--- config.mk ---
export PLATFORM = sky130hd
export DESIGN_NAME = iu_shared_divider
export DESIGN_NICKNAME = d
export VERILOG_FILES = /design/src/rtl/iu_shared_divider_pkg.sv /design/src/rtl/iu_div_step.sv /design/src/rtl/iu_shared_divider.sv
export SDC_FILE = /design/constraint.sdc
export NUM_CORES = 1
export LEC_CHECK = 0
export ABC_AREA = 1
export CORE_AREA = 10 10 228 230
export CTS_BUF_LIST = sky130_fd_sc_hd__clkbuf_2 sky130_fd_sc_hd__clkbuf_4 sky130_fd_sc_hd__clkbuf_8
export DETAILED_ROUTE_END_ITERATION = 8
export DIE_AREA = 0 0 238 240
export GPL_ROUTABILITY_DRIVEN = 0
export PLACE_DENSITY = 0.51
export RECOVER_POWER = 50
export SLEW_MARGIN = 10
export SYNTH_ARGS = -nofsm -noshare
export SYNTH_HDL_FRONTEND = slang
export SYNTH_SLANG_ARGS = --single-unit
--- constraint.sdc ---
create_clock -name gclk -period 7.7 [get_ports gclk]
set_input_delay 1.54 -clock gclk [delete_from_list [all_inputs] [get_ports gclk]]
set_output_delay 1.54 -clock gclk [all_outputs]
set_load 0.005 [all_outputs]
--- src/rtl/iu_shared_divider_pkg.sv ---
// iu_shared_divider_pkg: shared types and constants for the thread-shared divider
package iu_shared_divider_pkg;
    localparam int NTHREADIDMSB = 2;
    localparam int DIV_ITERS_DEF = 32;
    typedef struct packed {
        logic clk;
    } iu_clk_type;
    typedef enum logic [2:0] {c_NOMUL, c_UMUL, c_SMUL, c_UMAC, c_SMAC, c_UDIV, c_SDIV} mul_ctrl_type;
    typedef struct packed {
        logic n;
        logic z;
        logic v;
        logic c;
    } alu_flag_type;
    typedef enum bit [1:0] {DIV_IDLE, DIV_BUSY, DIV_FIXUP, DIV_DONE} div_state_type;
    typedef struct packed {
        logic [NTHREADIDMSB:0] tid;
        mul_ctrl_type          mode;
        logic [31:0]           y;
        logic [31:0]           op1;
        logic [31:0]           op2;
        logic                  op2zero;
    } div_req_type;
endpackage

--- src/rtl/iu_div_step.sv ---
// iu_div_step: one combinational restoring shift-subtract step of the divider
module iu_div_step (
    input  logic [31:0] rem_i,
    input  logic [31:0] quo_i,
    input  logic [31:0] dvs_i,
    output logic [31:0] rem_o,
    output logic [31:0] quo_o
);
    logic [32:0] sh;
    logic        ge;
    // shift rem:quo left, keep the difference when the divisor fits
    always_comb begin
        sh    = {rem_i, quo_i[31]};
        ge    = sh >= {1'b0, dvs_i};
        rem_o = ge ? 32'(sh - {1'b0, dvs_i}) : sh[31:0];
        quo_o = {quo_i[30:0], ge};
    end
endmodule

--- src/rtl/iu_shared_divider.sv ---
// iu_shared_divider: single-owner iterative radix-2 divider shared by all threads
module iu_shared_divider
    import iu_shared_divider_pkg::*;
#(
    parameter int DIV_ITERS = DIV_ITERS_DEF
) (
    input  iu_clk_type            gclk,
    input  logic                  rst,
    input  logic                  req_valid,
    input  logic [NTHREADIDMSB:0] req_tid,
    input  mul_ctrl_type          req_mode,
    input  logic [31:0]           req_y,
    input  logic [31:0]           req_op1,
    input  logic [31:0]           req_op2,
    input  logic                  req_op2zero,
    input  logic                  flush,
    input  logic [NTHREADIDMSB:0] flush_tid,
    output logic                  resp_valid,
    output logic                  resp_replay,
    output logic [31:0]           resp_result,
    output alu_flag_type          resp_flag,
    output logic                  resp_divz,
    output logic                  busy
);
    div_state_type         state_q, state_d;
    logic [NTHREADIDMSB:0] owner_q, owner_d;
    logic [5:0]            cnt_q, cnt_d;
    logic                  sgn_q, sgn_d, neg_q, neg_d, ovf_hi_q, ovf_hi_d;
    logic [31:0]           rem_q, rem_d, quo_q, quo_d, dvs_q, dvs_d, res_q, res_d;
    alu_flag_type          flg_q, flg_d, flag_q, flag_d;
    logic                  valid_q, valid_d, replay_q, replay_d, divz_q, divz_d;
    logic [31:0]           result_q, result_d;
    logic [31:0]           step_rem, step_quo, fix_q;
    logic                  req, is_sdiv, kill, dvd_neg, dvs_neg, fix_ovf;
    logic [63:0]           dvd_abs;
    logic [31:0]           dvs_abs;

    iu_div_step u_step (
        .rem_i(rem_q),
        .quo_i(quo_q),
        .dvs_i(dvs_q),
        .rem_o(step_rem),
        .quo_o(step_quo)
    );

    assign busy        = state_q != DIV_IDLE;
    assign resp_valid  = valid_q;
    assign resp_replay = replay_q;
    assign resp_result = result_q;
    assign resp_flag   = flag_q;
    assign resp_divz   = divz_q;

    // operand magnitudes, signed-result fixup and saturation
    always_comb begin
        is_sdiv = req_mode == c_SDIV;
        req     = req_valid && (req_mode == c_UDIV || is_sdiv);
        kill    = flush && flush_tid == owner_q && state_q != DIV_IDLE;
        dvd_neg = is_sdiv && req_y[31];
        dvs_neg = is_sdiv && req_op2[31];
        dvd_abs = dvd_neg ? -{req_y, req_op1} : {req_y, req_op1};
        dvs_abs = dvs_neg ? -req_op2 : req_op2;
        fix_ovf = ovf_hi_q || (sgn_q && (neg_q ? quo_q > 32'h8000_0000 : quo_q[31]));
        fix_q   = fix_ovf ? (!sgn_q ? 32'hffff_ffff : neg_q ? 32'h8000_0000 : 32'h7fff_ffff)
                          : (neg_q ? -quo_q : quo_q);
    end

    // next-state and registered response
    always_comb begin
        state_d  = state_q;
        owner_d  = owner_q;
        cnt_d    = cnt_q;
        sgn_d    = sgn_q;
        neg_d    = neg_q;
        ovf_hi_d = ovf_hi_q;
        rem_d    = rem_q;
        quo_d    = quo_q;
        dvs_d    = dvs_q;
        res_d    = res_q;
        flg_d    = flg_q;
        valid_d  = 1'b0;
        replay_d = 1'b0;
        divz_d   = 1'b0;
        result_d = '0;
        flag_d   = '0;
        case (state_q)
            DIV_IDLE: if (req) begin
                if (req_op2zero) begin
                    valid_d = 1'b1;
                    divz_d  = 1'b1;
                end else begin
                    owner_d  = req_tid;
                    sgn_d    = is_sdiv;
                    neg_d    = dvd_neg ^ dvs_neg;
                    ovf_hi_d = dvd_abs[63:32] >= dvs_abs;
                    rem_d    = dvd_abs[63:32];
                    quo_d    = dvd_abs[31:0];
                    dvs_d    = dvs_abs;
                    cnt_d    = '0;
                    replay_d = 1'b1;
                    state_d  = DIV_BUSY;
                end
            end
            DIV_BUSY: begin
                replay_d = req;
                rem_d    = step_rem;
                quo_d    = step_quo;
                cnt_d    = cnt_q + 6'd1;
                state_d  = cnt_q == 6'(DIV_ITERS - 1) ? DIV_FIXUP : DIV_BUSY;
            end
            DIV_FIXUP: begin
                replay_d = req;
                res_d    = fix_q;
                flg_d    = '{n: fix_q[31], z: fix_q == 32'd0, v: fix_ovf, c: 1'b0};
                state_d  = DIV_DONE;
            end
            default: if (req) begin
                if (req_tid == owner_q && !kill) begin
                    valid_d  = 1'b1;
                    result_d = res_q;
                    flag_d   = flg_q;
                    state_d  = DIV_IDLE;
                end else begin
                    replay_d = 1'b1;
                end
            end
        endcase
        if (kill) state_d = DIV_IDLE;
    end

    // state, datapath and output registers
    always_ff @(posedge gclk.clk) begin
        if (rst) begin
            state_q  <= DIV_IDLE;
            owner_q  <= '0;
            cnt_q    <= '0;
            sgn_q    <= 1'b0;
            neg_q    <= 1'b0;
            ovf_hi_q <= 1'b0;
            rem_q    <= '0;
            quo_q    <= '0;
            dvs_q    <= '0;
            res_q    <= '0;
            flg_q    <= '0;
            valid_q  <= 1'b0;
            replay_q <= 1'b0;
            divz_q   <= 1'b0;
            result_q <= '0;
            flag_q   <= '0;
        end else begin
            state_q  <= state_d;
            owner_q  <= owner_d;
            cnt_q    <= cnt_d;
            sgn_q    <= sgn_d;
            neg_q    <= neg_d;
            ovf_hi_q <= ovf_hi_d;
            rem_q    <= rem_d;
            quo_q    <= quo_d;
            dvs_q    <= dvs_d;
            res_q    <= res_d;
            flg_q    <= flg_d;
            valid_q  <= valid_d;
            replay_q <= replay_d;
            divz_q   <= divz_d;
            result_q <= result_d;
            flag_q   <= flag_d;
        end
    end
endmodule

==> impl_metrics.tcl <==
set metrics [dict create \
    status "complete, but fails checks" \
    violations "max-capacitance violations, max-slew violations" \
    netlist_area_um2 14500 \
    syn_area_per_cell_um2 6.190 \
    final_common_cell "nand2_1" \
    wirelength_mm 53.35 \
    cp_num_cells 6 \
    tns_ns 0 \
    clk_pin_slew_ns 0.11 \
    leakagePower_nw 7.656 \
    synth.area.mux_share_pct 0.06905 \
    synth_compound_area_share_pct 17.82 \
    ant_nets 0 \
    synth_edf_count 0 \
    synth_adder_area_share_pct 6.352 \
    initial_core_util_pct 30.62 \
    fin_nets 2620 \
    grt_setup_unrepaired "no" \
    relSlewSlack_pct -100.4 \
    clock-sinks 181 \
    final_core_util_pct 35.60 \
    start_kind "input pin" \
    synth_top_family_by_area "simple AND/OR/NAND/NOR gates" \
    ios 150 \
    cpPeakStageDelay_ns 1.40 \
    finClkSkew_ns 0.02382 \
    synthArstFlopShare_pct 0 \
    syn_nets 2525 \
    post_drt_wl_per_cell_um 17.41 \
    die-width_um 238 \
    startpoint "rst" \
    synthCells 2342 \
    cts_made_buffers 17 \
    drc 0 \
    slew_violations 149 \
    area_delta_synth_final_pct 16.26 \
    grt_max_degree 73 \
    core.rowCount 80 \
    reg2reg_slack_ns 4.37 \
    cp_common_cell "clkbuf_1" \
    ir_drop_uv 116.2 \
    setup_violations 0 \
    grt_use_total_pct 18.17 \
    r2r_end "cnt_q[5]" \
    grt_pass1_vias 14450 \
    clk_latency_ns 0.51 \
    core_area_um2 47350 \
    dp_hpwl_mm 42.47 \
    htree_levels 4 \
    drt_first_pass_iters 5 \
    grt_pass1_wl_mm 82.53 \
    die_area_um2 57120 \
    min_period_ns 5.420 \
    endpoint "resp_result[14]" \
    post_drt_via_cell_ratio 5.015 \
    cts-resized-gates 0 \
    numPortBuffers 148 \
    synthSimpleGateAreaFrac_pct 32.87 \
    synth_seq_cells 181 \
    cp.required_ns 8.03 \
    ys_warn_count 0 \
    seq_area_frac_synth_pct 25.00 \
    via_count 15370 \
    worst_r2r_path_depth 12 \
    maxCapViolations 3 \
    hold_viol_final 0 \
    critPathTopFamily "buffers and inverters" \
    hp-class "reg -> reg" \
    crit_fanout 50 \
    rr_startpoint "state_q[1]" \
    design_area_um2 16850 \
    dieHeight_um 240 \
    worst_ep_arrival_time_ns 5.75 \
    cts-root-buf "clkbuf_8" \
    cp_num_buf_inv 4 \
    synth_cell_types 61 \
    max_slew.worst_pin.slew_ns 3.006 \
    period_share_pct 70.39 \
    clk_path_buf_depth 2 \
    placed_area_um2 16470 \
    max_freq_mhz 184.5 \
    path_class "in -> reg" \
    power.density_nw_per_um2 150.4 \
    grt-ovfl-total 0 \
    post_cts_buffers 0 \
    path_cells "clkbuf_1 -> inv_1 -> clkbuf_1 -> nand3_1 -> clkbuf_1 -> nor2_1" \
    drive_above_1_share_pct 4.328 \
    drt-initial-drc-count 1104 \
    cts_tree "done" \
    crit_slowest_cell "clkbuf_1" \
    ys.flop_type "dfxtp_1" \
    cp-end-kind "flip-flop" \
    antenna_found_initial 1 \
    hold_buffers 0 \
    synth_xor_area_share_pct 6.275 \
    final_cell_mix "nand2_1, inv_1, nor2_1" \
]
## cell usage after synthesis (all sizes together) (4+ instances only)
cell type  number  area share (%)
o221ai         14            0.85
o21a            6            0.31
buf            22             1.0
nand3b         16            0.83
o211ai         34             1.8
xnor2          25             1.5
o21ai         155             5.4
xor2           78             4.8
nand2         541              14
or2             8            0.35
nand4          37             1.7
inv           347             9.0
nand3         157             5.5
a21oi         199             7.0
nor4            9            0.39
ha             72             6.2
a221oi         14            0.85
a211oi          9            0.47
nor2          292             8.2
o31ai           6            0.35
clkbuf         62             1.6
o21bai          4            0.28
dfxtp         181              25
nor3           32             1.3
## tightest hold or removal path, cell delays in order, from the launching register on
cell,delay (ns)
dfxtp_1,0.33
inv_1,0.05
nor2_1,0.03
## cell families (layout without fill, tap and decap cells)
family | after synthesis | in the layout
AO/OA/AOI/OAI | 453 | 453
adder cells (fa/ha/maj) | 73 | 73
XOR/XNOR | 103 | 103
multiplexers | 1 | 1
other | 1 | 2
buffers and inverters | 431 | 538
AND/OR/NAND/NOR | 1099 | 1099
flip-flops | 181 | 181
## state kept, by name (all words and copies together) (netlist names), 2 cells and up
register and cells:
flg_q 2, owner_q 3, res_q 32, resp_flag 3, state_q 2, resp_result 31, rem_q 32, cnt_q 6
dvs_q 32, quo_q 32
## cell type report
class	instances	area, um2
Fill cell	5298	30490
Inverter	347	1303
Antenna cell	1	2.502
Clock inverter	14	165.2
Sequential cell	181	3623
Tap cell	615	769.5
Clock buffer	17	234.0
Timing Repair Buffer	160	1554
Multi-Input combinational cell	1730	9203
## report_power, final
| group | total (mW) | switching [mW] | internal, mW |
|---|---|---|---|
| Combinational | 0.884 | 0.585 | 0.298 |
| Sequential | 0.976 | 0.0200 | 0.957 |
| Clock | 0.675 | 0.406 | 0.269 |
| Total | 2.53 | 1.01 | 1.52 |
## worst min path at each step
| stage | from | end | depth (start not counted) |
|---|---|---|---|
| after global placement | res_q[4] | resp_result[4] | 2 |
| final | res_q[7] | resp_result[7] | 2 |
| after global routing | res_q[6] | resp_result[6] | 2 |
| after detailed placement | res_q[7] | resp_result[7] | 2 |
| after floorplan | res_q[11] | resp_result[11] | 2 |
| after CTS | res_q[7] | resp_result[7] | 2 |
## metal layers
layer | wire [um] | vias to the layer above | global-route usage (%)
met1 | 26470 | 7092 | 25.46
met5 | 0 | - | 0
met4 | 1259 | 0 | 6.155
li1 | - | 7797 | -
met2 | 22810 | 437 | 27.79
met3 | 2811 | 46 | 2.771
## per-stage QoR
stage | hold slack [ns] | cells | worst slack, ns | power [mW]
floorplan | 0.4081 | 2342 | 3.663 | 1.591
global placement | 0.4201 | 3033 | 2.411 | 1.868
detailed placement | 0.4219 | 3033 | 2.329 | 1.870
CTS | 0.4415 | 3064 | 2.905 | 2.559
global route | 0.4602 | 3065 | 1.727 | 2.698
finish | 0.4357 | 3065 | 2.280 | 2.535
No activity file was read; power rests on OpenSTA's default activity.
